$ cat src/rtl/ccr_pkg.sv
// Shared types and helpers for clock_channel_router.
// Contents:
//   rpt_state_t    - auto-repeat FSM state encoding (IDLE, HOLD, REPEAT)
//   tick_cnt_width - width of the TICK counter shared by the HOLD and REPEAT
//                    phases, never less than 1 bit
package ccr_pkg;

  typedef enum logic [1:0] {
    IDLE   = 2'd0,
    HOLD   = 2'd1,
    REPEAT = 2'd2
  } rpt_state_t;

  // The counter only ever holds 0 .. max(hold, repeat)-1.
  function automatic int tick_cnt_width(input int hold_ticks, input int repeat_ticks);
    int span;
    span = (hold_ticks > repeat_ticks) ? hold_ticks : repeat_ticks;
    if (span < 2) begin
      return 1;
    end else begin
      return $clog2(span);
    end
  endfunction

endpackage

$ cat src/rtl/btn_sync_edge.sv
// Button conditioning: 2-flop synchroniser followed by a rising-edge detector.
// Ports:
//   clk_i   - system clock
//   reset_i - synchronous active-high reset (all flops to 0)
//   btn_i   - asynchronous button level
//   level_o - synchronised button level
//   rise_o  - one-cycle pulse on a synchronised 0->1 transition
module btn_sync_edge (
  input  logic clk_i,
  input  logic reset_i,
  input  logic btn_i,
  output logic level_o,
  output logic rise_o
);

  logic meta_q;
  logic sync_q;
  logic prev_q;

  // Synchroniser chain plus a delayed copy of the synchronised level.
  always_ff @(posedge clk_i) begin
    if (reset_i) begin
      meta_q <= 1'b0;
      sync_q <= 1'b0;
      prev_q <= 1'b0;
    end else begin
      meta_q <= btn_i;
      sync_q <= meta_q;
      prev_q <= sync_q;
    end
  end

  assign level_o = sync_q;
  // Flops reset to 0, so a button held through reset yields one rise afterwards.
  assign rise_o  = sync_q & ~prev_q;

endmodule

$ cat src/rtl/clock_channel_router.sv
// Routes the CLEAR / INCREMENT buttons to one of N_CH counter channels
// (channel 0 = clock, others = alarms), with selectable channel source,
// per-press channel latching and hold-to-auto-repeat on INCREMENT.
// Ports:
//   clk_i, reset_i - clock, synchronous active-high reset
//   tick_i         - one-cycle timebase strobe
//   btn_clr_i      - clear button (async level)
//   btn_inc_i      - increment button (async level)
//   btn_sel_i      - select-advance button (used when SEL_MODE=1)
//   s_i            - direct channel select (used when SEL_MODE=0)
//   ch_clr_o       - one-hot one-cycle clear pulse
//   ch_inc_o       - one-hot one-cycle increment pulse
//   active_ch_o    - channel currently targeted
//   repeating_o    - high while the FSM is in REPEAT
module clock_channel_router
  import ccr_pkg::*;
#(
  parameter  int N_CH         = 4,
  parameter  int SEL_MODE     = 0,
  parameter  int HOLD_TICKS   = 500,
  parameter  int REPEAT_TICKS = 100,
  localparam int SEL_W        = $clog2(N_CH)
) (
  input  logic             clk_i,
  input  logic             reset_i,
  input  logic             tick_i,
  input  logic             btn_clr_i,
  input  logic             btn_inc_i,
  input  logic             btn_sel_i,
  input  logic [SEL_W-1:0] s_i,
  output logic [N_CH-1:0]  ch_clr_o,
  output logic [N_CH-1:0]  ch_inc_o,
  output logic [SEL_W-1:0] active_ch_o,
  output logic             repeating_o
);

  localparam int               CNT_W       = tick_cnt_width(HOLD_TICKS, REPEAT_TICKS);
  localparam logic [CNT_W-1:0] HOLD_LAST   = CNT_W'(HOLD_TICKS - 1);
  localparam logic [CNT_W-1:0] REPEAT_LAST = CNT_W'(REPEAT_TICKS - 1);
  localparam logic [CNT_W-1:0] CNT_ZERO    = {CNT_W{1'b0}};
  localparam logic [CNT_W-1:0] CNT_ONE     = CNT_W'(1);
  localparam logic [SEL_W-1:0] LAST_CH     = SEL_W'(N_CH - 1);
  localparam logic [SEL_W-1:0] SEL_ONE     = SEL_W'(1);
  localparam logic [SEL_W:0]   N_CH_W      = (SEL_W + 1)'(N_CH);
  localparam logic [N_CH-1:0]  CH0_HOT     = {{(N_CH-1){1'b0}}, 1'b1};

  logic inc_level_s, inc_rise_s;
  logic clr_level_s, clr_rise_s;
  logic sel_level_s, sel_rise_s;
  logic unused_levels_s;

  rpt_state_t       state_q, state_d;
  logic [CNT_W-1:0] tick_cnt_q, tick_cnt_d;
  logic [SEL_W-1:0] active_q, active_d;
  logic [SEL_W-1:0] sel_lat_q, sel_lat_d;
  logic [N_CH-1:0]  ch_clr_q, ch_clr_d;
  logic [N_CH-1:0]  ch_inc_q, ch_inc_d;
  logic             inc_fire_s, clr_fire_s;
  logic [SEL_W-1:0] inc_ch_s, clr_ch_s;

  btn_sync_edge u_sync_inc (.clk_i(clk_i), .reset_i(reset_i), .btn_i(btn_inc_i),
                            .level_o(inc_level_s), .rise_o(inc_rise_s));
  btn_sync_edge u_sync_clr (.clk_i(clk_i), .reset_i(reset_i), .btn_i(btn_clr_i),
                            .level_o(clr_level_s), .rise_o(clr_rise_s));
  btn_sync_edge u_sync_sel (.clk_i(clk_i), .reset_i(reset_i), .btn_i(btn_sel_i),
                            .level_o(sel_level_s), .rise_o(sel_rise_s));

  // Only the edges of CLR and SEL matter; their levels are deliberately dropped.
  assign unused_levels_s = clr_level_s ^ sel_level_s;

  // Channel pointer: frozen while a press is in progress, so pending S
  // changes land on the first IDLE cycle and SEL edges are discarded.
  always_comb begin
    active_d = active_q;
    if (state_q != IDLE) begin
      active_d = active_q;
    end else if (SEL_MODE == 0) begin
      if ({1'b0, s_i} < N_CH_W) begin
        active_d = s_i;
      end else begin
        active_d = active_q;
      end
    end else begin
      if (!sel_rise_s) begin
        active_d = active_q;
      end else if (active_q == LAST_CH) begin
        active_d = {SEL_W{1'b0}};
      end else begin
        active_d = active_q + SEL_ONE;
      end
    end
  end

  // Auto-repeat FSM, per-press channel latching and clear arbitration.
  always_comb begin
    state_d    = state_q;
    tick_cnt_d = tick_cnt_q;
    sel_lat_d  = sel_lat_q;
    inc_fire_s = 1'b0;
    inc_ch_s   = sel_lat_q;
    clr_fire_s = 1'b0;
    clr_ch_s   = sel_lat_q;
    case (state_q)
      IDLE: begin
        if (inc_rise_s) begin
          inc_fire_s = 1'b1;
          inc_ch_s   = active_q;
          sel_lat_d  = active_q;
          tick_cnt_d = CNT_ZERO;
          state_d    = HOLD;
        end else begin
          state_d    = IDLE;
        end
      end
      HOLD: begin
        // Release is checked first so a coincident TICK yields no pulse.
        if (!inc_level_s) begin
          state_d    = IDLE;
          tick_cnt_d = CNT_ZERO;
        end else if (!tick_i) begin
          state_d    = HOLD;
        end else if (tick_cnt_q == HOLD_LAST) begin
          inc_fire_s = 1'b1;
          tick_cnt_d = CNT_ZERO;
          state_d    = REPEAT;
        end else begin
          tick_cnt_d = tick_cnt_q + CNT_ONE;
        end
      end
      REPEAT: begin
        if (!inc_level_s) begin
          state_d    = IDLE;
          tick_cnt_d = CNT_ZERO;
        end else if (!tick_i) begin
          state_d    = REPEAT;
        end else if (tick_cnt_q == REPEAT_LAST) begin
          inc_fire_s = 1'b1;
          tick_cnt_d = CNT_ZERO;
        end else begin
          tick_cnt_d = tick_cnt_q + CNT_ONE;
        end
      end
      default: begin
        state_d    = IDLE;
        tick_cnt_d = CNT_ZERO;
      end
    endcase
    // Clear pre-empts whatever the FSM decided this cycle; the repeat only
    // restarts on a fresh INC press.
    if (clr_rise_s) begin
      clr_fire_s = 1'b1;
      clr_ch_s   = (state_q == IDLE) ? active_q : sel_lat_q;
      inc_fire_s = 1'b0;
      state_d    = IDLE;
      tick_cnt_d = CNT_ZERO;
    end else begin
      clr_fire_s = 1'b0;
    end
  end

  assign ch_clr_d = clr_fire_s ? (CH0_HOT << clr_ch_s) : {N_CH{1'b0}};
  assign ch_inc_d = inc_fire_s ? (CH0_HOT << inc_ch_s) : {N_CH{1'b0}};

  // State and output pulse registers.
  always_ff @(posedge clk_i) begin
    if (reset_i) begin
      state_q    <= IDLE;
      tick_cnt_q <= CNT_ZERO;
      active_q   <= {SEL_W{1'b0}};
      sel_lat_q  <= {SEL_W{1'b0}};
      ch_clr_q   <= {N_CH{1'b0}};
      ch_inc_q   <= {N_CH{1'b0}};
    end else begin
      state_q    <= state_d;
      tick_cnt_q <= tick_cnt_d;
      active_q   <= active_d;
      sel_lat_q  <= sel_lat_d;
      ch_clr_q   <= ch_clr_d;
      ch_inc_q   <= ch_inc_d;
    end
  end

  assign ch_clr_o    = ch_clr_q;
  assign ch_inc_o    = ch_inc_q;
  assign active_ch_o = active_q;
  assign repeating_o = (state_q == REPEAT);

endmodule

$ cat config.mk
export PLATFORM = sky130hd
export DESIGN_NAME = clock_channel_router
export DESIGN_NICKNAME = d
export VERILOG_FILES = /design/src/rtl/ccr_pkg.sv /design/src/rtl/btn_sync_edge.sv /design/src/rtl/clock_channel_router.sv
export SDC_FILE = /design/constraint.sdc
export NUM_CORES = 1
export LEC_CHECK = 0
export BUFFER_PORTS_ARGS = -buffer_cell sky130_fd_sc_hd__buf_2
export CAP_MARGIN = 0
export CELL_PAD_IN_SITES_DETAIL_PLACEMENT = 0
export CELL_PAD_IN_SITES_GLOBAL_PLACEMENT = 1
export CORE_UTILIZATION = 39
export DETAILED_ROUTE_END_ITERATION = 7
export PLACE_DENSITY = 0.77
export SLEW_MARGIN = 20
export SYNTH_ARGS = -nofsm -noshare
export SYNTH_HDL_FRONTEND = slang
export SYNTH_SLANG_ARGS = --single-unit
export TNS_END_PERCENT = 5
$ cat constraint.sdc
create_clock -name clk_i -period 1.7 [get_ports clk_i]
set_input_delay 0.425 -clock clk_i [delete_from_list [all_inputs] [get_ports clk_i]]
set_output_delay 0.425 -clock clk_i [all_outputs]
set_load 0.05 [all_outputs]
Word level (Yosys, flattened, before mapping)
Cells that the tools add are included.

Register bits after elaboration: 29. Output and inout bits: 11. Logic and storage cells: 66.

Add/subtract/negate cells: 1. Equal/unequal tests: 9. Shift-type cells: 2. Mux-type cells: 29. Bitwise operators: 6. Reductions and logical operators: 7.

Operators with widths (count): $mux W9 (7); $pmux W9 S3 (1); $mux W2 (9); $mux W1 (10); $add A9 B1 Y9 const B (1); $eq A9 B7 Y1 const B (1); $eq A9 B9 Y1 const B (1); $ne A3 B3 Y1 const B (3); $shl A1 B2 Y4 const A (2); $pmux W2 S3 (1); $reduce_or A2 Y1 (3); $ne A4 B4 Y1 const B (1); $not A1 Y1 (4); $pmux W1 S3 (1); $reduce_and A3 Y1 (1); $and A1 B1 Y1 (2); $eq A2 B1 Y1 const B (1); $eq A2 B2 Y1 const B (1); $logic_not A2 Y1 (1); $ne A2 B2 Y1 const B (1); $reduce_and A2 Y1 (1); $reduce_bool A2 Y1 (1).

Longest topological paths before layout
Word-level depth: 8. Mapped depth: 7. Depth with buffers taken out: 6.

By module
Synthesis repeated with hierarchy kept, for this count alone.

Cell total of the unflattened synthesis: 167. Area, all modules: 1458.9 um^2.

Modules (own cells, without submodules): clock_channel_router (instances 1, cells each 153, area each 1283.7 um^2); btn_sync_edge (instances 2, cells each 7, area each 87.6 um^2).

Least setup slack after synthesis
No wires, ideal clock.

Path kind: reg2reg. From: register state_q[0]. To: register tick_cnt_q[5]. Library setup time: 74 ps. Arrival time: 1789 ps. Data required time: 1626 ps. Setup slack: -163 ps. Stages on the path, launching flop included: 7. Buffers on the path: 0. Clock period less this slack: 1863 ps. Path through: dfxtp_1 -> inv_1 -> ha_1 -> or2_1 -> a22oi_2 -> o2111ai_1 -> a31oi_1.

Longest elaborated chain between the ends: 3.

RTL lines: from (decl) (line clock_channel_router.sv:52) `rpt_state_t state_q, state_d;`; from (signal assigned) (line clock_channel_router.sv:174) `state_q <= state_d;`; $eq A2 B2 Y1 *; via repeating_o (line clock_channel_router.sv:34) `output logic repeating_o`; $ne A3 B3 Y1 (no line); $reduce_and A3 Y1 (no line); to (signal assigned) (line clock_channel_router.sv:175) `tick_cnt_q <= tick_cnt_d;`; to (decl) (line clock_channel_router.sv:53) `logic [CNT_W-1:0] tick_cnt_q, tick_cnt_d;`.

The timed path passes the listed nets; every way through them passes the cells marked *. A chain may end at the register's enable or synchronous reset.

Final worst setup path
From: register state_q[0]. To: output port repeating_o.

Longest elaborated chain between the ends: 1.

RTL lines: $eq A2 B2 Y1 (line clock_channel_router.sv:186) `assign repeating_o = (state_q == REPEAT);`; to (decl) (line clock_channel_router.sv:34).

No other way between the ends.

==> flow_summary_export.csv <==
group,metric,value,unit
min_path,hold_class,"in2reg",
floorplanning,core,3720,um2
clock_network,clock_latency,280,ps
timing,finalSetupTns,0,ps
yosys,synth.area.top_cells,"dfxtp_1, nor2_1, ha_1",
placed_design,dp_slack,-73.4,ps
run,max_cap_viol_count,0,
floorplanning,dieArea,4170,um2
worst_setup_path,critPathLaunchType,"flip-flop",
floorplanning,std_cell_rows,22,
yosys,synth_top_cell_by_area,"dfxtp_1",
worst_setup_path,crit_path_max_fanout,6,
timing,fmax,0.606,GHz
detailed_routing,drc,0,
yosys,synth_edf_count,0,
finish,fin_util,51.0,%
clock_network,cts_sinks,29,
clock_network,htreeDepth,2,
worst_setup_path,cp-end-kind,"primary output",
detailed_routing,firstDrtPassIters,4,
finish,final_layout_size_suffix_gt1_share,25.6,%
timing,setup_viol,0,
yosys,ys_seq_area_share,38.0,%
yosys,synth_top_area_share,38.0,%
yosys,netlist_area,1530,um2
timing,worst_pin_slew,376,ps
detailed_routing,dr_total_vias,1340,
clock_network,numCtsBuffers,5,
power_and_ir_drop,power_density,871,nW/um2
clock_network,cts-root-buf,"clkbuf_8",
clock_network,clkSlewWorstSetupHoldPaths,60,ps
grt,antenna_found_initial,0,
worst_setup_path,arrival,1230,ps
finish,instances_no_fill,251,
timing,finalCritPeriodShare,97.1,%
placed_design,dpl.hpwl,2380,um
status,status,"complete, no violations",
detailed_routing,ant_nets,0,
placed_design,dp_cells,241,
timing,setup_ws,49.5,ps
clock_network,cts_tree,"built",
yosys,yosysMostFrequentCell,"dfxtp_1",
timing,skew,6.50,ps
clock_network,clock_path_buffers,2,
yosys,syn-num-nets,187,
grt,grt_pass1_vias,1237,
timing,holdWs,353,ps
yosys,syn_inst,174,
finish,fin_nets,215,
power_and_ir_drop,irDropWorstVdd,0.406,mV
floorplanning,die_h,64.6,um
timing,maxSlewViolCount,0,
worst_setup_path,critPathKind,"reg2out",
timing,finalHoldViolations,0,
finish,area_delta_synth_final,24.2,%
placed_design,io_buffers,17,
grt,grt_pass1_wl,5380,um
timing,period_needed,1650,ps
finish,num_antenna_cells,0,
placed_design,gp_congestion,0.755,
floorplanning,die_w,64.6,um
floorplanning,start_util,41.1,%
detailed_routing,wl,3240,um
power_and_ir_drop,p_leak,0.767,nW
detailed_routing,drt_iter0_markers,53,
detailed_routing,wire_per_inst,12.9,um
timing,maxSlewHeadroom,74.8,%
yosys,ys.flop_type,"dfxtp_1",
grt,grt_util_all_layers,17.2,%
yosys,ys_warn_count,0,
grt,overflow,0,
yosys,async_flop_share,0,%
yosys,syn_area_per_cell,8.77,um2
detailed_routing,vias_per_cell,5.34,
yosys,ys_types,48,
floorplanning,ios,19,
yosys,synth_seq_cells,29,
yosys,synth_commonest_cells,"dfxtp_1, nor2_1, nand2_1, inv_1, nor2b_1",
worst_setup_path,required,1270,ps
grt,grt_max_degree,15,
## metrics by stage
stage	area, um2	total power [W]
final	1900	0.00165
after global routing	1900	0.00170
after CTS	1850	0.00166
after detailed placement	1690	0.000814
after global placement	1690	0.000811
after floorplan	1530	0.000780
## report_power, final
part	leakage, nW	internal [W]	switching (W)
Combinational	0.463	0.0000384	0.0000610
Sequential	0.236	0.000691	0.00000785
Clock	0.0681	0.000582	0.000270
## timing repair
| item | in CTS | in global routing |
|---|---|---|
| endpoints found under the hold margin | 0 | 0 |
| endpoints found under the setup margin | 8 | 13 |
| hold buffers | 0 | 0 |
| gates resized for setup | 1 | 6 |
| setup buffers | 1 | 1 |
## placed cells by master, fill, tap and decap left out, drive strengths merged, types with 5 or more instances in the layout
cell     count
buf         29
o21ai        6
mux2i        6
inv         12
nor2        18
nand3        5
nor2b       10
clkbuf       5
a21oi        6
ha           5
a31oi        8
o2111ai      6
o211ai       5
dfxtp       29
nand2       15
## flip-flops by register name, indices dropped and copies added (netlist names)
| name | cells |
|---|---|
| tick_cnt_q | 9 |
| state_q | 2 |
| u_sync_inc.meta_q | 1 |
| u_sync_inc.prev_q | 1 |
| u_sync_inc.level_o | 1 |
| u_sync_clr.meta_q | 1 |
| active_ch_o | 2 |
| ch_clr_o | 4 |
| ch_inc_o | 4 |
| u_sync_clr.prev_q | 1 |
| sel_lat_q | 2 |
| u_sync_clr.level_o | 1 |
## cells by family after synthesis
logic type               count (synthesis)  share of synthesized area [%]
flip-flops                              29                           38.0
adder cells (fa/ha/maj)                  5                           4.10
multiplexers                             7                           4.67
AND/OR/NAND/NOR                         69                           24.5
AO/OA/AOI/OAI                           44                           21.9
buffers and inverters                   20                           6.80
## final timing paths
path / slack, ps / from / cells after the start / end
setup / recovery: 50 / state_q[0]$_SDFFE_PP0P_ / 3 / repeating_o
hold / removal: 350 / btn_clr_i / 2 / u_sync_clr.meta_q$_SDFF_PP0_
setup reg to reg: 110 / state_q[0]$_SDFFE_PP0P_ / 7 / tick_cnt_q[7]$_SDFFE_PP0P_
hold reg to reg: 450 / u_sync_clr.meta_q$_SDFF_PP0_ / 1 / u_sync_clr.level_o$_SDFF_PP0_
## cell type report
cell class              count  area (um2)
multi-input cells         125         875
clock buffers               5        68.8
repair buffers             29         200
clock inverters             3        65.1
flip-flops and latches     29         582
inverters                  12        45.0
well taps                  48        60.1
fillers                   367        1820
## critical path, cell delays in order, from the launching register on
cell and delay [ps]:
dfxtp_2 340, inv_1 80, ha_2 240, buf_2 280
## layer usage
layer,vias to the layer above,wire [um],track usage (%)
met1,635,1510,21.0
met5,-,0,0
met4,0,63,9.44
met3,5,149,5.28
li1,673,-,-
met2,27,1510,26.6
Power figures use the tool's default switching activity.
